[src/rtl/bp_hb_fill_arbiter.sv]
// Fill/writeback arbiter: I$ (0) and D$ (1) share one 64-bit link; DID = {tag, id}, credit-limited per requester.
// Define BP_HB_FILL_ARB_DCACHE_PRIO_EN for fixed D$ priority instead of round-robin.
module bp_hb_fill_arbiter #(
  parameter int paddr_width_p     = 42,
  parameter int block_width_p     = 128,
  parameter int fill_width_p      = 64,
  parameter int did_width_p       = 19,
  parameter int max_outstanding_p = 4
) (
  input  logic                     clk_i,
  input  logic                     reset_i,
  input  logic                     req0_v_i,
  output logic                     req0_ready_and_o,
  input  logic                     req0_we_i,
  input  logic [paddr_width_p-1:0] req0_addr_i,
  input  logic [fill_width_p-1:0]  req0_data_i,
  input  logic                     req1_v_i,
  output logic                     req1_ready_and_o,
  input  logic                     req1_we_i,
  input  logic [paddr_width_p-1:0] req1_addr_i,
  input  logic [fill_width_p-1:0]  req1_data_i,
  output logic                     mem_v_o,
  input  logic                     mem_ready_and_i,
  output logic                     mem_we_o,
  output logic [paddr_width_p-1:0] mem_addr_o,
  output logic [fill_width_p-1:0]  mem_data_o,
  output logic [did_width_p-1:0]   mem_did_o,
  output logic                     mem_last_o,
  input  logic                     ret_v_i,
  input  logic [did_width_p-1:0]   ret_did_i,
  input  logic [fill_width_p-1:0]  ret_data_i,
  input  logic                     ret_last_i,
  output logic                     ret0_v_o,
  output logic                     ret1_v_o,
  output logic [fill_width_p-1:0]  ret_data_o,
  output logic                     err_o
);
  localparam int beats_lp    = block_width_p / fill_width_p;
  localparam int lg_beats_lp = (beats_lp > 1) ? $clog2(beats_lp) : 1;
  localparam int lg_mo_lp    = $clog2(max_outstanding_p);
  localparam int cnt_w_lp    = lg_mo_lp + 1;

  typedef enum logic {e_idle, e_burst} state_e;

  state_e                          state_r, state_n;
  logic [1:0][cnt_w_lp-1:0]        cnt_r;
  logic [1:0][lg_mo_lp-1:0]        tag_r;
  logic                            lock_r;
  logic [lg_beats_lp-1:0]          beat_r;
  logic [paddr_width_p-1:0]        addr_r;
  logic                            err_r;
`ifndef BP_HB_FILL_ARB_DCACHE_PRIO_EN
  logic                            ptr_r;
`endif

  logic [1:0]                      req_v, req_we, elig, inc, dec;
  logic [1:0][paddr_width_p-1:0]   req_addr;
  logic [1:0][fill_width_p-1:0]    req_data;
  logic                            gnt, gnt_act, burst, hs, done, start;

  assign req_v    = {req1_v_i, req0_v_i};
  assign req_we   = {req1_we_i, req0_we_i};
  assign req_addr = {req1_addr_i, req0_addr_i};
  assign req_data = {req1_data_i, req0_data_i};
  assign burst    = (state_r == e_burst);

  for (genvar i = 0; i < 2; i++) begin : g_elig
    assign elig[i] = req_v[i] & (cnt_r[i] < cnt_w_lp'(max_outstanding_p));
  end

  always_comb begin
    state_n    = state_r;
    gnt        = 1'b0;
    gnt_act    = 1'b0;
    mem_did_o  = '0;
    if (burst) begin
      gnt     = lock_r;
      gnt_act = 1'b1;
    end else begin
      gnt_act = |elig;
`ifdef BP_HB_FILL_ARB_DCACHE_PRIO_EN
      gnt     = elig[1];
`else
      gnt     = ptr_r ? elig[1] : ~elig[0];
`endif
    end
    // Outputs are forced quiet while reset is held, even if requesters keep v high.
    mem_v_o    = ~reset_i & gnt_act & req_v[gnt];
    mem_we_o   = burst | req_we[gnt];
    mem_addr_o = burst ? addr_r : req_addr[gnt];
    mem_data_o = req_data[gnt];
    mem_last_o = burst ? (beat_r == lg_beats_lp'(beats_lp - 1))
                       : (~req_we[gnt] | (beats_lp == 1));
    mem_did_o[lg_mo_lp:0] = {tag_r[gnt], gnt};
    req0_ready_and_o = ~reset_i & mem_ready_and_i & gnt_act & ~gnt;
    req1_ready_and_o = ~reset_i & mem_ready_and_i & gnt_act &  gnt;
    hs    = mem_v_o & mem_ready_and_i;
    done  = hs & mem_last_o;
    start = hs & ~mem_last_o & ~burst;
    if (start)      state_n = e_burst;
    else if (done)  state_n = e_idle;
  end

  assign inc = {2{done}} & {gnt, ~gnt};
  assign dec = {2{ret_v_i & ret_last_i}} & {ret_did_i[0], ~ret_did_i[0]};

  assign ret0_v_o   = ~reset_i & ret_v_i & ~ret_did_i[0];
  assign ret1_v_o   = ~reset_i & ret_v_i &  ret_did_i[0];
  assign ret_data_o = ret_data_i;
  assign err_o      = err_r;

  logic unused_did;
  assign unused_did = ^ret_did_i[did_width_p-1:1];

  always_ff @(posedge clk_i or posedge reset_i) begin
    if (reset_i) begin
      state_r <= e_idle;
      cnt_r   <= '0;
      tag_r   <= '0;
      lock_r  <= 1'b0;
      beat_r  <= '0;
      addr_r  <= '0;
      err_r   <= 1'b0;
`ifndef BP_HB_FILL_ARB_DCACHE_PRIO_EN
      ptr_r   <= 1'b0;
`endif
    end else begin
      state_r <= state_n;
      if (start) begin
        lock_r <= gnt;
        addr_r <= req_addr[gnt];
        beat_r <= lg_beats_lp'(1);
      end else if (burst & hs) begin
        beat_r <= beat_r + 1'b1;
      end
      if (done) begin
        tag_r[gnt] <= tag_r[gnt] + 1'b1;
`ifndef BP_HB_FILL_ARB_DCACHE_PRIO_EN
        ptr_r      <= ~gnt;
`endif
      end
      // Simultaneous issue and retire cancel; underflow is flagged, count pinned at 0.
      for (int i = 0; i < 2; i++) begin
        if (inc[i] & ~dec[i])
          cnt_r[i] <= cnt_r[i] + 1'b1;
        else if (dec[i] & ~inc[i] & (cnt_r[i] != '0))
          cnt_r[i] <= cnt_r[i] - 1'b1;
        if (dec[i] & (cnt_r[i] == '0))
          err_r <= 1'b1;
      end
    end
  end
endmodule

[config.mk]
export PLATFORM = sky130hd
export DESIGN_NAME = bp_hb_fill_arbiter
export DESIGN_NICKNAME = d
export VERILOG_FILES = /design/src/rtl/bp_hb_fill_arbiter.sv
export SDC_FILE = /design/constraint.sdc
export NUM_CORES = 1
export LEC_CHECK = 0
export ABC_CLOCK_PERIOD_IN_PS = 5000
export BUFFER_PORTS_ARGS = -buffer_cell sky130_fd_sc_hd__buf_2
export CAP_MARGIN = 0
export CORE_AREA = 2 2 197 199
export CTS_BUF_LIST = sky130_fd_sc_hd__clkbuf_4 sky130_fd_sc_hd__clkbuf_8
export CTS_CLUSTER_SIZE = 24
export DETAILED_ROUTE_END_ITERATION = 8
export DIE_AREA = 0 0 199 201
export PLACE_DENSITY = 0.38
export SLEW_MARGIN = 20
export SYNTH_ARGS = -nofsm -noshare
export SYNTH_HDL_FRONTEND = slang
export SYNTH_SLANG_ARGS = --single-unit
[constraint.sdc]
create_clock -name clk_i -period 5 [get_ports clk_i]
set_clock_uncertainty 0.05 [all_clocks]
set_input_delay 0.5 -clock clk_i [delete_from_list [all_inputs] [get_ports clk_i]]
set_output_delay 0.5 -clock clk_i [all_outputs]
set_load 0.05 [all_outputs]
==> metrics.md, run 1 <==
| Metric | Value |
|---|---|
| Drt total wl | `~21000 µm` |
| Crit path max fanout | `20` |
| Placed cell count | `roughly 1.3k` |
| M2 GR Usage | `between 10% and 20%` |
| Area growth syn-to-layout | `36.2%` |
| Worst-Skew Late Latency | `roughly 0.37 ns` |
| Total number of vias | `~5.1k` |
| Core area | `approximately 38000 µm²` |
| Critical Path AT | `3.77 ns` |
| Distinct cells, synth | `46` |
| Worst Path Required | `slightly above 5 ns` |
| WS Path Type | `register to register` |
| Crit path largest cell delay | `around 0.60 ns` |
| GRT Overall Usage | `9.89%` |
| Crit-path most repeated cell | `o211ai_1` |
| Grt total ovfl | `0` |
| # port buffers | `approximately 340` |
| Sequential power share | `~15%` |
| Clk slew on worst S/H paths | `roughly 0.08 ns` |
| Final antenna-violating net count | `0` |
| Crit start category | `register` |
| Top cells by count, synth | `mux2i_1, buf_4, mux2_2` |
| Post-CTS Repair Setup Buffers | `0` |
| Gpl congestion | `about 0.7` |
| Main flop type after synthesis | `dfrtp_1` |
| Hold_ws | `0.310 ns` |
| Leakage | `between 3 and 4 nW` |
| Met3 Track Usage GR | `around 3.2%` |
| DR vias/cell | `roughly 3.7` |
| WL/cell | `between 15 and 20 µm` |
| Worst setup EP type | `register` |
| Max rail drop VDD | `~0.43 mV` |
| Initial core utilization | `around 14%` |
| Pre-Repair DR Iteration Count | `4` |
| Post-CTS Resized | `0` |
| Global Route met1 Usage | `between 10% and 20%` |
| Cell taking the most area after synthesis | `dfrtp_1` |
| Synth async-reset ratio | `100%` |
| Clk sinks | `57` |
| Hold Crit Class | `input pin to asynchronous set/reset pin` |
| Final instance area | `just over 7000 µm²` |
| Setup TNS | `0 ns` |
| Tcrit/Tclk final | `between 70% and 80%` |
| Power Density | `roughly 800 nW/µm²` |
| Max-cap violations | `0` |
| Area of the multi-input gates | `3050 µm²` |
| First-pass GRT wire length | `around 29000 µm` |
| Reg area | `1430 µm²` |
| Largest net degree at the start of global routing | `112` |
| # DRC | `0` |
| Mapped Area | `between 5000 and 6000 µm²` |
| Fin cells | `roughly 1.4k` |
| Clock root buffer | `clkbuf_8` |
| Run status | `finished clean` |
| Count of state elements after synthesis | `between 50 and 60` |
| Tmin final | `between 3 and 4 ns` |
| Final Hold Vio Count | `0` |
| Io pins | `between 500 and 600` |
| Top Usage Layer GRT | `met2` |
| Post-layout nets | `approximately 1.1k` |
| Top cells by area, synth | `dfrtp_1, mux2i_1, mux2_2` |
| Max-slew headroom | `between 40 and 50%` |
| Switch share | `roughly three fifths` |
| Critical path's slowest cell | `dfrtp_4` |
| Fraction of layout cells with a size suffix above 1 | `approximately half` |
| Die ar. | `around 40000 µm²` |
| Cell-internal power | `~2.3 mW` |
| CTS tree | `built` |
| Part of the power in combinational logic | `between 70% and 80%` |
| Worst Tran Pin Value | `about 0.87 ns` |
| Clock Path Buffers | `2` |
| Antenna violations before repair | `9` |
| Clock power frac | `under 10%` |
| Hold-fix buffers, CTS | `0` |
| Crit-path cells | `nor4b_1 > a221oi_4 > mux2i_2 > nor3_4 > nand2_1 > fa_1 > or4_1 > o211ai_1 > o211ai_1` |
| Post-Synthesis Cells | `between 500 and 600` |
| Row cnt | `72` |
| CTS Buf Count | `9` |
| Placed Instance Area | `slightly below 7000 µm²` |
| Syn avg cell area | `just under 9 µm²` |
| Fillcell total | `4327` |
| Number of flops mapped to enable cells by yosys | `0` |
| Die X | `a little under 200 µm` |
| Synth top area share | `27.3%` |
| Post-DP HPWL | `between 15000 and 20000 µm` |
| Sequential share of the synthesized area | `27.3%` |
| Fmax | `approximately 0.28 GHz` |
| Top-count cell post-synth | `mux2i_1` |
| Die Height | `roughly 200 µm` |
| Layout Utilization | `a little under a fifth` |
| H-tree Lvls | `3` |
| DRT iter0 DRCs | `~110` |
| RSZ-0062 raised after global routing | `no` |
| Final Max Tran Viols | `0` |
| Net switching power | `between 3 and 4 mW` |
| Vias in the first global route | `between 4k and 5k` |
| Final Setup Violations | `0` |
| Synth warnings | `0` |
[critical path: cells and delay by family (launching register included)]
| kind | cells | cell delay [ns] |
|---|---|---|
| DFF | 1 | 0.60 |
| muxes | 1 | 0.26 |
| AOI/OAI and AO/OA | 3 | 0.34 |
| adders and majority gates | 1 | 0.52 |
| and+or+nand+nor | 4 | 1.68 |
[logic make-up after synthesis]
kind of cell    after synthesis  share of synthesized area (%)
buf+inv                     127                           15.6
xor+xnor                      6                           1.01
other cells                   1                         0.0717
simple gates                127                           11.2
fa+ha+maj                     2                          0.766
flops                        57                           27.3
compound gates              113                           12.4
mux                         157                           31.7
[registers in the layout, indices dropped and copies added, names as in the netlist]
register  flops
addr_r       42
beat_r        1
burst         1
cnt_r         6
err_o         1
lock_r        1
ptr_r         1
tag_r         4
[power by group through the flow]
stage | registers [mW] | logic (mW) | clock network, mW
after floorplan | 0.814 | 3.66 | 0
final | 0.875 | 4.33 | 0.487
after global placement | 0.878 | 4.39 | 0
after detailed placement | 0.877 | 4.39 | 0
after global routing | 0.917 | 4.62 | 0.537
after CTS | 0.878 | 4.40 | 0.522
[layout make-up]
type / count / share of cell area (%)
Multi-Input combinational cell: 421 / 42.8
Clock buffer: 14 / 2.53
Antenna cell: 2 / 0.0703
Sequential cell: 57 / 20.1
Clock inverter: 2 / 0.492
Inverter: 7 / 0.369
Tap cell: 518 / 9.10
Timing Repair Buffer: 344 / 24.6
[final timing paths]
path                                            from                     end  slack [ns]  depth (start not counted)
worst max-delay path               burst$_DFFE_PP0P_    cnt_r[1]$_DFFE_PP0P_        1.40                          9
worst min-delay path                         reset_i    cnt_r[5]$_DFFE_PP0P_        0.31                          3
worst max register to register     burst$_DFFE_PP0P_    cnt_r[1]$_DFFE_PP0P_        1.40                          9
worst min register to register  tag_r[3]$_DFFE_PP0P_    tag_r[3]$_DFFE_PP0P_        0.42                          1
max in group asynchronous                    reset_i  addr_r[36]$_DFFE_PP0P_        3.92                          3
min in group clk_i                   req0_addr_i[34]  addr_r[34]$_DFFE_PP0P_        0.40                          3
[through the flow]
step	total power, mW	setup slack [ns]
6_report	5.70	1.40
5_1_grt	6.07	1.10
4_1_cts	5.80	1.40
3_5_place_dp	5.27	1.44
3_3_place_gp	5.27	1.46
2_1_floorplan	4.47	0.175
[cells in the final DEF, fill, tap and decap left out, drive strengths merged, types with 7 or more instances in the layout]
cell type,netlist,routed
buf,108,344
mux2i,90,90
mux2,67,67
dfrtp,57,57
nor2,50,50
nand2,50,50
o21ai,47,47
a21oi,46,46
conb,1,16
clkbuf,12,14
inv,7,7
nor3,7,7
[metal layers]
metal	up-vias	part of all wire [%]
li1	2470	-
met1	2338	42
met2	273	48
met3	27	8.2
met4	2	1.7
met5	-	0.053
Note: power is estimated with default switching activity, not from simulation.
==> run 2, diff against run 1 <==
ABC_AREA = 1   (was not set)
ABC_CLOCK_PERIOD_IN_PS = 3800   (was 5000)
CORE_AREA = 2 2 196 198   (was 2 2 197 199)
DIE_AREA = 0 0 198 200   (was 0 0 199 201)
clock period = 3.8 ns   (was 5 ns; I/O delays follow)
==> run 2 against run 1 <==
Compared with the run above:
- register-to-register slack got worse by 0.46 ns
- highest routed layer is now met4
- clock power increased by 44%
- worst setup slack got worse by 0.76 ns
- utilization about the same
- sequential share of layout area increased by 0.30 points
- largest power group unchanged
- sequential power increased by 17%
- synthesized cell count increased by 39%
==> metrics.md, run 2 <==
| Metric | Value |
|---|---|
| Clk sinks | `57 (unchanged)` |
| Layout Utilization | `18.7% (about the same)` |
| Power Density | `1200 nW/µm² (was 800 nW/µm²)` |
| Post-CTS Repair Setup Buffers | `0 (unchanged)` |
| Tmin final | `roughly 3.2 ns` |
| Vias in the first global route | `4987 (was 4857)` |
| Syn avg cell area | `6.26 µm² (was 8.86 µm²)` |
| Worst Path Required | `3.37 ns (was 5.17 ns)` |
| R2R Path End | `lock_r$_DFFE_PP0P_ (was cnt_r[1]$_DFFE_PP0P_)` |
| Crit-path most repeated cell | `nand2_1 (was o211ai_1)` |
| CTS Buf Count | `9 (unchanged)` |
| Clock Path Buffers | `2 (unchanged)` |
| Number of flip-flops in the largest register | `42 (unchanged)` |
| Max rail drop VDD | `0.614 mV (was 0.435 mV)` |
| Placed cell count | `1568 (was 1347)` |
| Hold Crit Class | `input pin to register (was input pin to asynchronous set/reset pin)` |
| Critical Path AT | `2.73 ns (was 3.77 ns)` |
| # DRC | `0 (unchanged)` |
| Core area | `37400 µm² (was 38100 µm²)` |
| Final antenna-violating net count | `0 (unchanged)` |
| Ant diodes | `0 (was 2)` |
| Cell taking the most area after synthesis | `nand2_1 (was dfrtp_1)` |
| CTS tree | `built (unchanged)` |
| Run status | `finished clean (unchanged)` |
| Total number of vias | `5568 (was 5110)` |
| Synth top area share | `30.9% (was 27.3%)` |
| Gpl congestion | `0.676 (was 0.719)` |
| Count of state elements after synthesis | `57 (unchanged)` |
| Antenna violations before repair | `1 (was 9)` |
| Fraction of layout cells with a size suffix above 1 | `40.3% (was 51.5%)` |
| R2r worst-path depth | `9 (unchanged)` |
| Mapped Area | `5130 µm² (was 5230 µm²)` |
| Clk slew on worst S/H paths | `0.09 ns (was 0.08 ns)` |
| Tcrit/Tclk final | `slightly above 80%` |
| Crit path depth | `10 (was 9)` |
| Worst hold start | `req1_addr_i[37]` |
| Initial core utilization | `13.7% (about the same)` |
| # port buffers | `338 (unchanged)` |
| R2R Setup Slk | `0.94 ns (was 1.40 ns)` |
| Number of flops mapped to enable cells by yosys | `0 (unchanged)` |
| Fin cells | `1585 (was 1365)` |
| Crit-path cells | `inv_2 > nand3_2 > nand2_4 > inv_4 > buf_4 > nand2_1 > nand2_1 > nand2_1 > o21ai_0 > buf_2 (was nor4b_1 > a221oi_4 > mux2i_2 > nor3_4 > nand2_1 > fa_1 > or4_1 > o211ai_1 > o211ai_1)` |
| Synth warnings | `0 (unchanged)` |
| Crit start category | `register (unchanged)` |
| Post-layout nets | `1375 (was 1146)` |
| Top reg by flops | `addr_r (unchanged)` |
| DR vias/cell | `3.51 (was 3.74)` |
| Area growth syn-to-layout | `36.4% (was 36.2%)` |
| Fillcell total | `4344 (was 4327)` |
| Clock root buffer | `clkbuf_8 (unchanged)` |
| Max-slew headroom | `47.0% (was 42.1%)` |
| Hold path cells | `5` |
| Crit path largest cell delay | `0.48 ns (was 0.60 ns)` |
| Worst setup path start | `burst$_DFFE_PP0P_ (unchanged)` |
| Setup ws final | `0.644 ns (was 1.40 ns)` |
| RSZ-0062 raised after global routing | `no (unchanged)` |
| Synth async-reset ratio | `100% (unchanged)` |
| Place WS | `0.786 ns (was 1.44 ns)` |
| First-pass GRT wire length | `27200 µm (was 29000 µm)` |
| DRT iter0 DRCs | `157 (was 108)` |
| Setup TNS | `0 ns (unchanged)` |
| Pre-Repair DR Iteration Count | `4 (unchanged)` |
| Final Max Tran Viols | `0 (unchanged)` |
| Io pins | `501 (unchanged)` |
| CP delay by family, top | `buffers and inverters (was simple AND/OR/NAND/NOR gates)` |
| Grt total ovfl | `0 (unchanged)` |
| Final Setup Violations | `0 (unchanged)` |
| Worst setup EP type | `primary output (was register)` |
| Die ar. | `39600 µm² (was 40000 µm²)` |
| Die X | `198 µm (was 199 µm)` |
| WS Path Type | `register to primary output (was register to register)` |
| WL/cell | `12.1 µm (was 15.2 µm)` |
| Post-CTS Resized | `0 (unchanged)` |
| Crit path max fanout | `56 (was 20)` |
| Leakage | `4.01 nW (was 3.51 nW)` |
| RR Startpoint | `burst$_DFFE_PP0P_ (unchanged)` |
| Largest net degree at the start of global routing | `75 (was 112)` |
| Critical path's slowest cell | `dfrtp_1 (was dfrtp_4)` |
| Post-Synthesis Cells | `820 (was 590)` |
| Die Height | `200 µm (was 201 µm)` |
| Worst Tran Pin Value | `0.794 ns (was 0.869 ns)` |
| Commonest non-fill, non-tap cell in the layout | `nand2_1 (was buf_2)` |
| Top cells by count, synth | `nand2_1, buf_4, inv_1 (was mux2i_1, buf_4, mux2_2)` |
| Commonest cells after routing, fill and taps aside | `nand2_1, buf_2, inv_1 (was buf_2, mux2i_1, mux2_2)` |
| Sequential share of the synthesized area | `27.8% (was 27.3%)` |
| Worst-Skew Late Latency | `0.36 ns (was 0.37 ns)` |
| Main flop type after synthesis | `dfrtp_1 (unchanged)` |
| H-tree Lvls | `3 (unchanged)` |
| Final Hold Vio Count | `0 (unchanged)` |
| Buf/Inv on CP | `4 (was 0)` |
| Fmax | `0.317 GHz` |
| Top-count cell post-synth | `nand2_1 (was mux2i_1)` |
| GRT Overall Usage | `9.01% (was 9.89%)` |
| Largest regs | `addr_r (42), cnt_r (6), tag_r (4) (unchanged)` |
| Distinct cells, synth | `29 (was 46)` |
| Drt total wl | `19200 µm (was 20800 µm)` |
| Setup crit end | `mem_addr_o[10] (was cnt_r[1]$_DFFE_PP0P_)` |
| Row cnt | `71 (was 72)` |
| Max-cap violations | `0 (unchanged)` |
| Post-DP HPWL | `14800 µm (was 16400 µm)` |
| Hold-fix buffers, CTS | `1 (was 0)` |
| Top cells by area, synth | `nand2_1, dfrtp_1, buf_4 (was dfrtp_1, mux2i_1, mux2_2)` |
## run 2: cell types whose count changed after synthesis, sizes merged, moves of 4 or more
cell	previous run	this run
nor2b	4	0
clkbuf	12	8
nand3	2	17
mux2i	90	0
buf	108	115
nand2	50	448
mux2	67	0
xnor2	4	0
o21ai	47	93
inv	7	62
nor3	7	2
nor2	50	7
a21oi	46	2
## run 2: where the power goes
group          switching, mW  internal (mW)  leakage (nW)
logic                   5.25           1.46          3.22
clock network          0.322          0.376         0.110
registers              0.115          0.907         0.681
## run 2: worst min-delay path by stage
stage	end	slack, ns
finish	addr_r[37]$_DFFE_PP0P_	0.29
global route	addr_r[38]$_DFFE_PP0P_	0.29
CTS	addr_r[37]$_DFFE_PP0P_	0.26
detailed placement	cnt_r[0]$_DFFE_PP0P_	0.25
global placement	cnt_r[0]$_DFFE_PP0P_	0.25
floorplan	tag_r[1]$_DFFE_PP0P_	0.40
## run 2: per-stage QoR
| stage | hold WS [ns] | cell area (µm²) | power (mW) |
|---|---|---|---|
| 6_report | 0.291 | 7000 | 8.42 |
| 5_1_grt | 0.289 | 7000 | 9.10 |
| 4_1_cts | 0.256 | 7000 | 8.62 |
| 3_5_place_dp | 0.250 | 6760 | 7.86 |
| 3_3_place_gp | 0.247 | 6760 | 7.84 |
| 2_1_floorplan | 0.399 | 5190 | 6.46 |
## run 2: worst reg2reg max path: stages, from the launching register on
cell	delay [ns]
dfrtp_1	0.46
inv_2	0.27
nand3_2	0.18
nand2_4	0.28
nand2_1	0.12
nand2_2	0.11
nand2_2	0.08
nor2_4	0.54
buf_12	0.42
o21ai_0	0.21
## run 2: layer usage
layer / global-route usage (%) / up-vias / part of all wire (%)
met5: 0 / - / 0
met4: 1.75 / 0 / 0.83
met3: 2.99 / 12 / 8.4
met2: 16.7 / 272 / 50
met1: 10.1 / 2379 / 41
li1: - / 2905 / -
## run 2: final cells by class
type | instances | area (µm²) | share of cell area [%]
Multi-Input combinational cell | 593 | 2680 | 38.3
Timing Repair Buffer | 346 | 1790 | 25.6
Sequential cell | 57 | 1430 | 20.4
Tap cell | 511 | 639 | 9.14
Inverter | 62 | 235 | 3.36
Clock buffer | 9 | 124 | 1.77
Clock inverter | 7 | 103 | 1.47
## run 2: kinds of logic after synthesis
| group | Yosys count | share of synthesized area, % |
|---|---|---|
| AOI/OAI and AO/OA | 97 | 12.4 |
| xor gates and xnor gates | 1 | 0.171 |
| adders and majority gates | 2 | 0.781 |
| buffers and inverters | 185 | 21.1 |
| DFF | 57 | 27.8 |
| other | 1 | 0.0731 |
| and+or+nand+nor | 477 | 37.7 |
